<file path="config.mk">
export PLATFORM = sky130hd
export DESIGN_NAME = pack_serializer_flat
export DESIGN_NICKNAME = d
export VERILOG_FILES = /design/src/rtl/pack_serializer_if.sv /design/src/rtl/pack_serializer.sv /design/src/flat_wrapper.sv
export SDC_FILE = /design/constraint.sdc
export NUM_CORES = 2
export LEC_CHECK = 0
export BUFFER_PORTS_ARGS = -buffer_cell sky130_fd_sc_hd__buf_2
export CAP_MARGIN = 20
export CORE_MARGIN = 5
export CORE_UTILIZATION = 53
export DETAILED_ROUTE_END_ITERATION = 10
export PLACE_DENSITY_LB_ADDON = 0.3
export SLEW_MARGIN = 20
export SYNTH_ARGS = -nofsm -noshare
export SYNTH_HDL_FRONTEND = slang
export SYNTH_SLANG_ARGS = --single-unit
export TNS_END_PERCENT = 50
</file>
<file path="constraint.sdc">
create_clock -name i_clk -period 3.05 [get_ports i_clk]
set_clock_uncertainty 0.05 [all_clocks]
set_input_delay 0.305 -clock i_clk [delete_from_list [all_inputs] [get_ports i_clk]]
set_output_delay 0.305 -clock i_clk [all_outputs]
set_load 0.05 [all_outputs]
</file>
<file path="src/rtl/pack_serializer_if.sv">
// pack_serializer_if: byte-in / beat-out valid-ready bus for pack_serializer
interface pack_serializer_if #(
  parameter int SIZE_INPUT_BIT  = 8,
  parameter int SIZE_OUTPUT_BIT = 1
);
  logic                       o_ready;
  logic [SIZE_INPUT_BIT-1:0]  i_data;
  logic                       i_valid_input;
  logic                       i_ready_output;
  logic [SIZE_OUTPUT_BIT-1:0] o_data;
  logic                       o_valid;
  modport slave (output o_ready, o_data, o_valid, input i_data, i_valid_input, i_ready_output);
  modport master (input o_ready, o_data, o_valid, output i_data, i_valid_input, i_ready_output);
endinterface

</file>
<file path="src/rtl/pack_serializer.sv">
// pack_serializer: frames buffered payload bytes behind a fixed preamble as a serial stream; PACK_LSB_FIRST_EN sends each input-width group LSB first
module pack_serializer #(
  parameter int                     SIZE_BIT_PACK   = 1976,
  parameter int                     SIZE_INPUT_BIT  = 8,
  parameter int                     SIZE_OUTPUT_BIT = 1,
  parameter int                     SIZE_PREAMBLE   = 32,
  parameter logic [SIZE_PREAMBLE-1:0] PREAMBLE      = 32'hCF80AA31
) (
  input logic              i_clk,
  input logic              i_reset,
  pack_serializer_if.slave io_bus
);
  localparam int LENGTH_INPUT = SIZE_BIT_PACK / SIZE_INPUT_BIT;
  localparam int ADDR_W = $clog2(LENGTH_INPUT);
  localparam int PTR_W = $clog2(LENGTH_INPUT + 1);
  localparam int CNT_W = $clog2(SIZE_BIT_PACK > SIZE_PREAMBLE ? SIZE_BIT_PACK : SIZE_PREAMBLE);
  localparam logic [0:0] ST_PREAMBLE = 1'b0;
  localparam logic [0:0] ST_PAYLOAD = 1'b1;
  localparam logic [CNT_W-1:0] STEP = CNT_W'(SIZE_OUTPUT_BIT);
  localparam logic [CNT_W-1:0] GROUP = CNT_W'(SIZE_INPUT_BIT);
  localparam logic [CNT_W-1:0] PRE_LAST = CNT_W'(SIZE_PREAMBLE - SIZE_OUTPUT_BIT);
  localparam logic [CNT_W-1:0] PAY_LAST = CNT_W'(SIZE_BIT_PACK - SIZE_OUTPUT_BIT);
  localparam logic [PTR_W-1:0] PTR_FULL = PTR_W'(LENGTH_INPUT);

  logic [SIZE_INPUT_BIT-1:0] r_mem [LENGTH_INPUT];
  logic                      r_run;
  logic [0:0]                r_state;
  logic [PTR_W-1:0]          r_wr_ptr;
  logic [CNT_W-1:0]          r_cnt;
  logic [PTR_W-1:0]          w_rd_byte;
  logic [SIZE_INPUT_BIT-1:0] w_word, w_word_line, w_word_shift;
  logic [SIZE_PREAMBLE-1:0]  w_pre_line, w_pre_shift;
  logic                      w_valid, w_ready, w_fire, w_write, w_last;

  assign w_rd_byte = PTR_W'(r_cnt / GROUP);
  assign w_word = r_mem[w_rd_byte[ADDR_W-1:0]];
`ifdef PACK_LSB_FIRST_EN
  assign w_word_line = {<<{w_word}};
  assign w_pre_line = {<<SIZE_INPUT_BIT{{<<{PREAMBLE}}}};
`else
  assign w_word_line = w_word;
  assign w_pre_line = PREAMBLE;
`endif
  assign w_pre_shift = w_pre_line << r_cnt;
  assign w_word_shift = w_word_line << (r_cnt % GROUP);
  // payload beats only go out once their byte has landed in the buffer
  assign w_valid = r_state == ST_PREAMBLE ? r_run : w_rd_byte < r_wr_ptr;
  assign w_ready = r_run && r_wr_ptr < PTR_FULL;
  assign w_fire = w_valid && io_bus.i_ready_output;
  assign w_write = io_bus.i_valid_input && w_ready;
  assign w_last = r_cnt == (r_state == ST_PREAMBLE ? PRE_LAST : PAY_LAST);
  assign io_bus.o_valid = w_valid;
  assign io_bus.o_ready = w_ready;
  assign io_bus.o_data = !w_valid ? '0 :
                         r_state == ST_PREAMBLE ? w_pre_shift[SIZE_PREAMBLE-1 -: SIZE_OUTPUT_BIT] :
                         w_word_shift[SIZE_INPUT_BIT-1 -: SIZE_OUTPUT_BIT];

  always_ff @(posedge i_clk)
    if (w_write) r_mem[r_wr_ptr[ADDR_W-1:0]] <= io_bus.i_data;

  always_ff @(posedge i_clk or negedge i_reset)
    if (!i_reset) begin
      r_run <= 1'b0;
      r_state <= ST_PREAMBLE;
      r_wr_ptr <= '0;
      r_cnt <= '0;
    end else begin
      r_run <= 1'b1;
      if (w_write) r_wr_ptr <= r_wr_ptr + PTR_W'(1);
      if (w_fire) begin
        r_cnt <= w_last ? '0 : r_cnt + STEP;
        if (w_last) r_state <= ~r_state;
        if (w_last && r_state == ST_PAYLOAD) r_wr_ptr <= '0;
      end
    end
endmodule

</file>
<file path="src/flat_wrapper.sv">
// flat-port wrapper written by rule: the top's interface ports become plain ports
module pack_serializer_flat 
#(
  parameter int                     SIZE_BIT_PACK   = 1976,
  parameter int                     SIZE_INPUT_BIT  = 8,
  parameter int                     SIZE_OUTPUT_BIT = 1,
  parameter int                     SIZE_PREAMBLE   = 32,
  parameter logic [SIZE_PREAMBLE-1:0] PREAMBLE      = 32'hCF80AA31
)
  (i_clk, i_reset, io_bus_o_ready, io_bus_o_data, io_bus_o_valid, io_bus_i_data, io_bus_i_valid_input, io_bus_i_ready_output);
  pack_serializer_if #(.SIZE_INPUT_BIT(SIZE_INPUT_BIT), .SIZE_OUTPUT_BIT(SIZE_OUTPUT_BIT)) io_bus_i ();
  input logic i_clk;
  input logic i_reset;
  output wire logic [$bits(io_bus_i.o_ready)-1:0] io_bus_o_ready;
  output wire logic [$bits(io_bus_i.o_data)-1:0] io_bus_o_data;
  output wire logic [$bits(io_bus_i.o_valid)-1:0] io_bus_o_valid;
  input wire logic [$bits(io_bus_i.i_data)-1:0] io_bus_i_data;
  input wire logic [$bits(io_bus_i.i_valid_input)-1:0] io_bus_i_valid_input;
  input wire logic [$bits(io_bus_i.i_ready_output)-1:0] io_bus_i_ready_output;
  assign io_bus_o_ready = io_bus_i.o_ready;
  assign io_bus_o_data = io_bus_i.o_data;
  assign io_bus_o_valid = io_bus_i.o_valid;
  assign io_bus_i.i_data = io_bus_i_data;
  assign io_bus_i.i_valid_input = io_bus_i_valid_input;
  assign io_bus_i.i_ready_output = io_bus_i_ready_output;
  pack_serializer #(.SIZE_BIT_PACK(SIZE_BIT_PACK), .SIZE_INPUT_BIT(SIZE_INPUT_BIT), .SIZE_OUTPUT_BIT(SIZE_OUTPUT_BIT), .SIZE_PREAMBLE(SIZE_PREAMBLE), .PREAMBLE(PREAMBLE)) u_core (.i_clk(i_clk), .i_reset(i_reset), .io_bus(io_bus_i));
endmodule
</file>
==> results.py <==
metrics = {
    "outcome": {
        "status": "finished with violations",
        "violations": "negative setup slack",
    },
    "job": {
        "maxCapViolations": 0,
    },
    "routing": {
        "viasPerCell": 6.544,
        "wl_per_cell_um": 32.71,
        "drt-initial-drc-count": 6362,
        "ant_nets": 0,
        "drc": 0,
        "routed_wl_mm": 214.3,
        "dr.pass1.iters": 8,
        "num_vias": 42884,
    },
    "place": {
        "place_congestion": 0.9452,
        "port_buffers": 14,
        "hpwl_mm": 138.1,
    },
    "die": {
        "core_um2": 147300,
        "fp.dieH_um": 394.4,
        "start_util_pct": 53.15,
        "dieWidth_um": 394.4,
        "num_io_pins": 15,
        "rows": 141,
        "design.die.area_um2": 155500,
    },
    "clock_network": {
        "max-clock-path-buffers": 3,
        "htree_levels": 4,
        "numCtsBuffers": 193,
        "clock_insertion_delay_worst_skew_ns": 0.83,
        "clock_sinks": 1997,
        "cts-root-buf": "clkbuf_16",
        "clk_pin_slew_ns": 0.06,
        "cts_tree": "built",
    },
    "pwr": {
        "p_comb_share_pct": 25.7,
        "peakVddDrop_mv": 0.6433,
        "seqPwrFrac_pct": 42.4,
        "pwr-share-clk_pct": 31.8,
        "p_sw_mw": 19.58,
        "total_power_mw": 71.78,
        "swShare_pct": 27.28,
        "internal_power_mw": 52.20,
        "p_leak_nw": 29.46,
        "power.density_nw_per_um2": 773.5,
    },
    "synthesis": {
        "synth_area_um2": 78290,
        "synth_compound_area_share_pct": 3.545,
        "synth_fp_nets": 3885,
        "synthSimpleGateAreaFrac_pct": 3.126,
        "syn_area_per_cell_um2": 20.28,
        "ys_types": 72,
        "yosysSeqAreaShare_pct": 76.46,
        "yosysWarningCount": 0,
        "post_synth_mux_area_share_pct": 14.77,
        "netlist_instances": 3861,
        "synthAdderAreaFrac_pct": 0.1918,
        "synthFlopType": "edfxtp_1",
        "synth-xor-area-share_pct": 0.08949,
        "synth_top_family_by_area": "multiplexers",
        "async_flop_share_pct": 1.052,
        "yosys_register_bits": 1997,
        "synth_edf_count": 1976,
    },
    "hold_path": {
        "min_delay_worst_endpoint": "u_core.r_mem[180][2]$_DFFE_PP_",
        "hold_depth": 1,
        "hp-start": "io_bus_i_data[2]",
        "hold_class": "in2reg",
    },
    "grt": {
        "grt_overflow": 0,
        "antenna_found_initial": 5,
        "met1_usage_pct": 39.76,
        "grt.total_usage_pct": 27.54,
        "first_global_vias": 42051,
        "grt_max_degree": 125,
        "grt.busiest_layer": "met2",
        "met3_usage_pct": 6.355,
        "grtUsageMet2_pct": 41.84,
        "grt_pass1_wl_mm": 308.6,
    },
    "setup_path": {
        "r2r_start": "u_core.r_wr_ptr[1]$_DFF_PN0_",
        "required_ns": 2.69,
        "reg2reg_slack_ns": 0.06,
        "cp_max_fo": 38,
        "r2r_cells": 9,
        "cp-start-kind": "flip-flop",
        "r2r_end": "u_core.r_mem[88][6]$_DFFE_PP_",
        "arrival_ns": 4.57,
        "critPathCaptureType": "primary output",
        "critical_path_class": "reg2out",
    },
    "layout": {
        "drive_gt1_share_pct": 35.32,
        "final_common_cell": "edfxtp_1",
        "final_cell_mix": "edfxtp_1, buf_4, mux4_2",
        "multi_input_area_um2": 18100,
        "area_growth_pct": 18.52,
        "seq_area_um2": 59880,
        "nets": 4496,
        "num-fill-cells": 9703,
    },
    "timing": {
        "worstMarginPinSlew_ns": 1.038,
        "grt_setup_unrepaired": "yes",
        "relSlewSlack_pct": 30.80,
        "finalSetupViolations": 2,
        "hold_slack_ns": 0.06192,
        "timing.fmax_mhz": 203.2,
        "fin_ws_ns": -1.870,
        "finalMaxSlewViolations": 0,
        "period_share_pct": 161.3,
        "hold_viol": 0,
        "min_period_ns": 4.920,
    },
}
==> kinds of logic (layout without fill, tap and decap cells) <==
kind of cell,count (synthesis),in the layout
flops,1997,1997
mux,625,625
simple gates,575,575
compound gates,391,391
buf+inv,252,1012
fa+ha+maj,12,12
xor+xnor,8,8
other cells,1,3
==> sequential cells by signal, indices dropped and copies added (netlist names) <==
register,count
u_core.r_cnt,11
u_core.r_run,1
u_core.r_wr_ptr,8
u_core.r_mem,1976
u_core.r_state,1
==> metrics by stage <==
stage          cells  setup WS [ns]  TNS [ns]  area (um^2)  util [%]
3_3_place_gp    6159         -1.515    -7.433        85100     57.77
2_1_floorplan   3861        -0.2245   -0.2245        78380         -
4_1_cts         6532         -1.826    -2.335        92110     62.53
6_report        6553         -1.870    -2.219        92800     62.99
3_5_place_dp    6159         -1.430    -10.55        85100     57.77
5_1_grt         6551         -1.891    -2.324        92790     62.99
==> cells in the mapped netlist (8+ instances only) <==
| master | count | area (um^2) |
|---|---|---|
| a2111oi_0 | 16 | 140.1 |
| a211oi_1 | 25 | 187.7 |
| a21oi_1 | 59 | 295.3 |
| a221oi_1 | 10 | 87.58 |
| a22o_1 | 8 | 70.07 |
| a22oi_1 | 60 | 450.4 |
| a31oi_1 | 14 | 87.58 |
| buf_1 | 8 | 30.03 |
| buf_2 | 53 | 265.3 |
| buf_4 | 54 | 405.4 |
| buf_6 | 19 | 214.0 |
| clkbuf_1 | 95 | 356.6 |
| dfrtp_1 | 21 | 525.5 |
| edfxtp_1 | 1976 | 59340 |
| ha_1 | 12 | 150.1 |
| inv_1 | 16 | 60.06 |
| mux2_2 | 12 | 135.1 |
| mux2i_1 | 193 | 1932 |
| mux4_1 | 11 | 289.0 |
| mux4_2 | 409 | 9211 |
| nand2_1 | 113 | 424.2 |
| nand3_1 | 37 | 185.2 |
| nand4_1 | 13 | 81.33 |
| nor2_1 | 328 | 1231 |
| nor2b_1 | 10 | 62.56 |
| nor3_1 | 22 | 110.1 |
| nor4_1 | 12 | 75.07 |
| o211ai_1 | 14 | 105.1 |
| o21ai_0 | 49 | 245.2 |
| o221ai_1 | 37 | 324.1 |
| o22ai_1 | 41 | 256.5 |
| o31ai_1 | 8 | 60.06 |
| xnor2_1 | 8 | 70.07 |
==> worst max path at each step <==
stage                               end  slack (ns)  depth (start not counted)                        start
final                     io_bus_o_data       -1.87                         16  u_core.r_cnt[7]$_DFFE_PN0P_
after global routing      io_bus_o_data       -1.89                         17  u_core.r_cnt[3]$_DFFE_PN0P_
after CTS                 io_bus_o_data       -1.83                         12  u_core.r_cnt[3]$_DFFE_PN0P_
after detailed placement  io_bus_o_data       -1.43                         13  u_core.r_cnt[3]$_DFFE_PN0P_
after global placement    io_bus_o_data       -1.51                         16  u_core.r_cnt[3]$_DFFE_PN0P_
after floorplan           io_bus_o_data       -0.22                         13  u_core.r_cnt[4]$_DFFE_PN0P_
==> critical path, stage by stage (launching register included) <==
cell,delay [ns]
dfrtp_4,0.47
buf_4,0.16
buf_12,0.19
inv_1,0.24
buf_4,0.26
buf_4,0.25
nand2_1,0.10
buf_4,0.15
nor2_1,0.17
a22oi_1,0.12
o211ai_1,0.17
a21oi_1,0.13
nand3_1,0.19
a31oi_1,0.13
buf_4,0.17
o41ai_4,0.58
buf_8,0.23
==> per-layer routing <==
layer	wire, um	share of wire [%]
met1	81150	38
met2	99130	46
met3	25110	12
met4	8915	4.2
met5	23	0.011
==> power groups by stage <==
stage / sequential, mW / combinational [mW] / clock, mW
5_1_grt: 30.5 / 19.2 / 24.3
3_3_place_gp: 31.0 / 16.6 / 0
4_1_cts: 30.5 / 18.0 / 23.1
3_5_place_dp: 31.1 / 16.6 / 0
6_report: 30.5 / 18.5 / 22.8
2_1_floorplan: 31.0 / 10.0 / 0
==> repair_timing <==
item	in CTS	in global routing
pin swaps	23	26
endpoints found under the setup margin	403	1045
cloned	8	0
gates resized for setup	148	185
hold endpoints to repair	178	0
buffers inserted	18	22
hold buffers	5	0
==> cell type report <==
cell class                 instances  share of cell area, %
timing repair buffer             651                  6.841
tap                             1930                  2.602
inverter                          17                0.07011
sequential                      1997                  64.53
multi-input combinational       1612                  19.51
clock inverter                   108                  1.041
antenna                            2               0.005393
clock buffer                     236                  5.401
No activity file was read; power rests on OpenSTA's default activity.
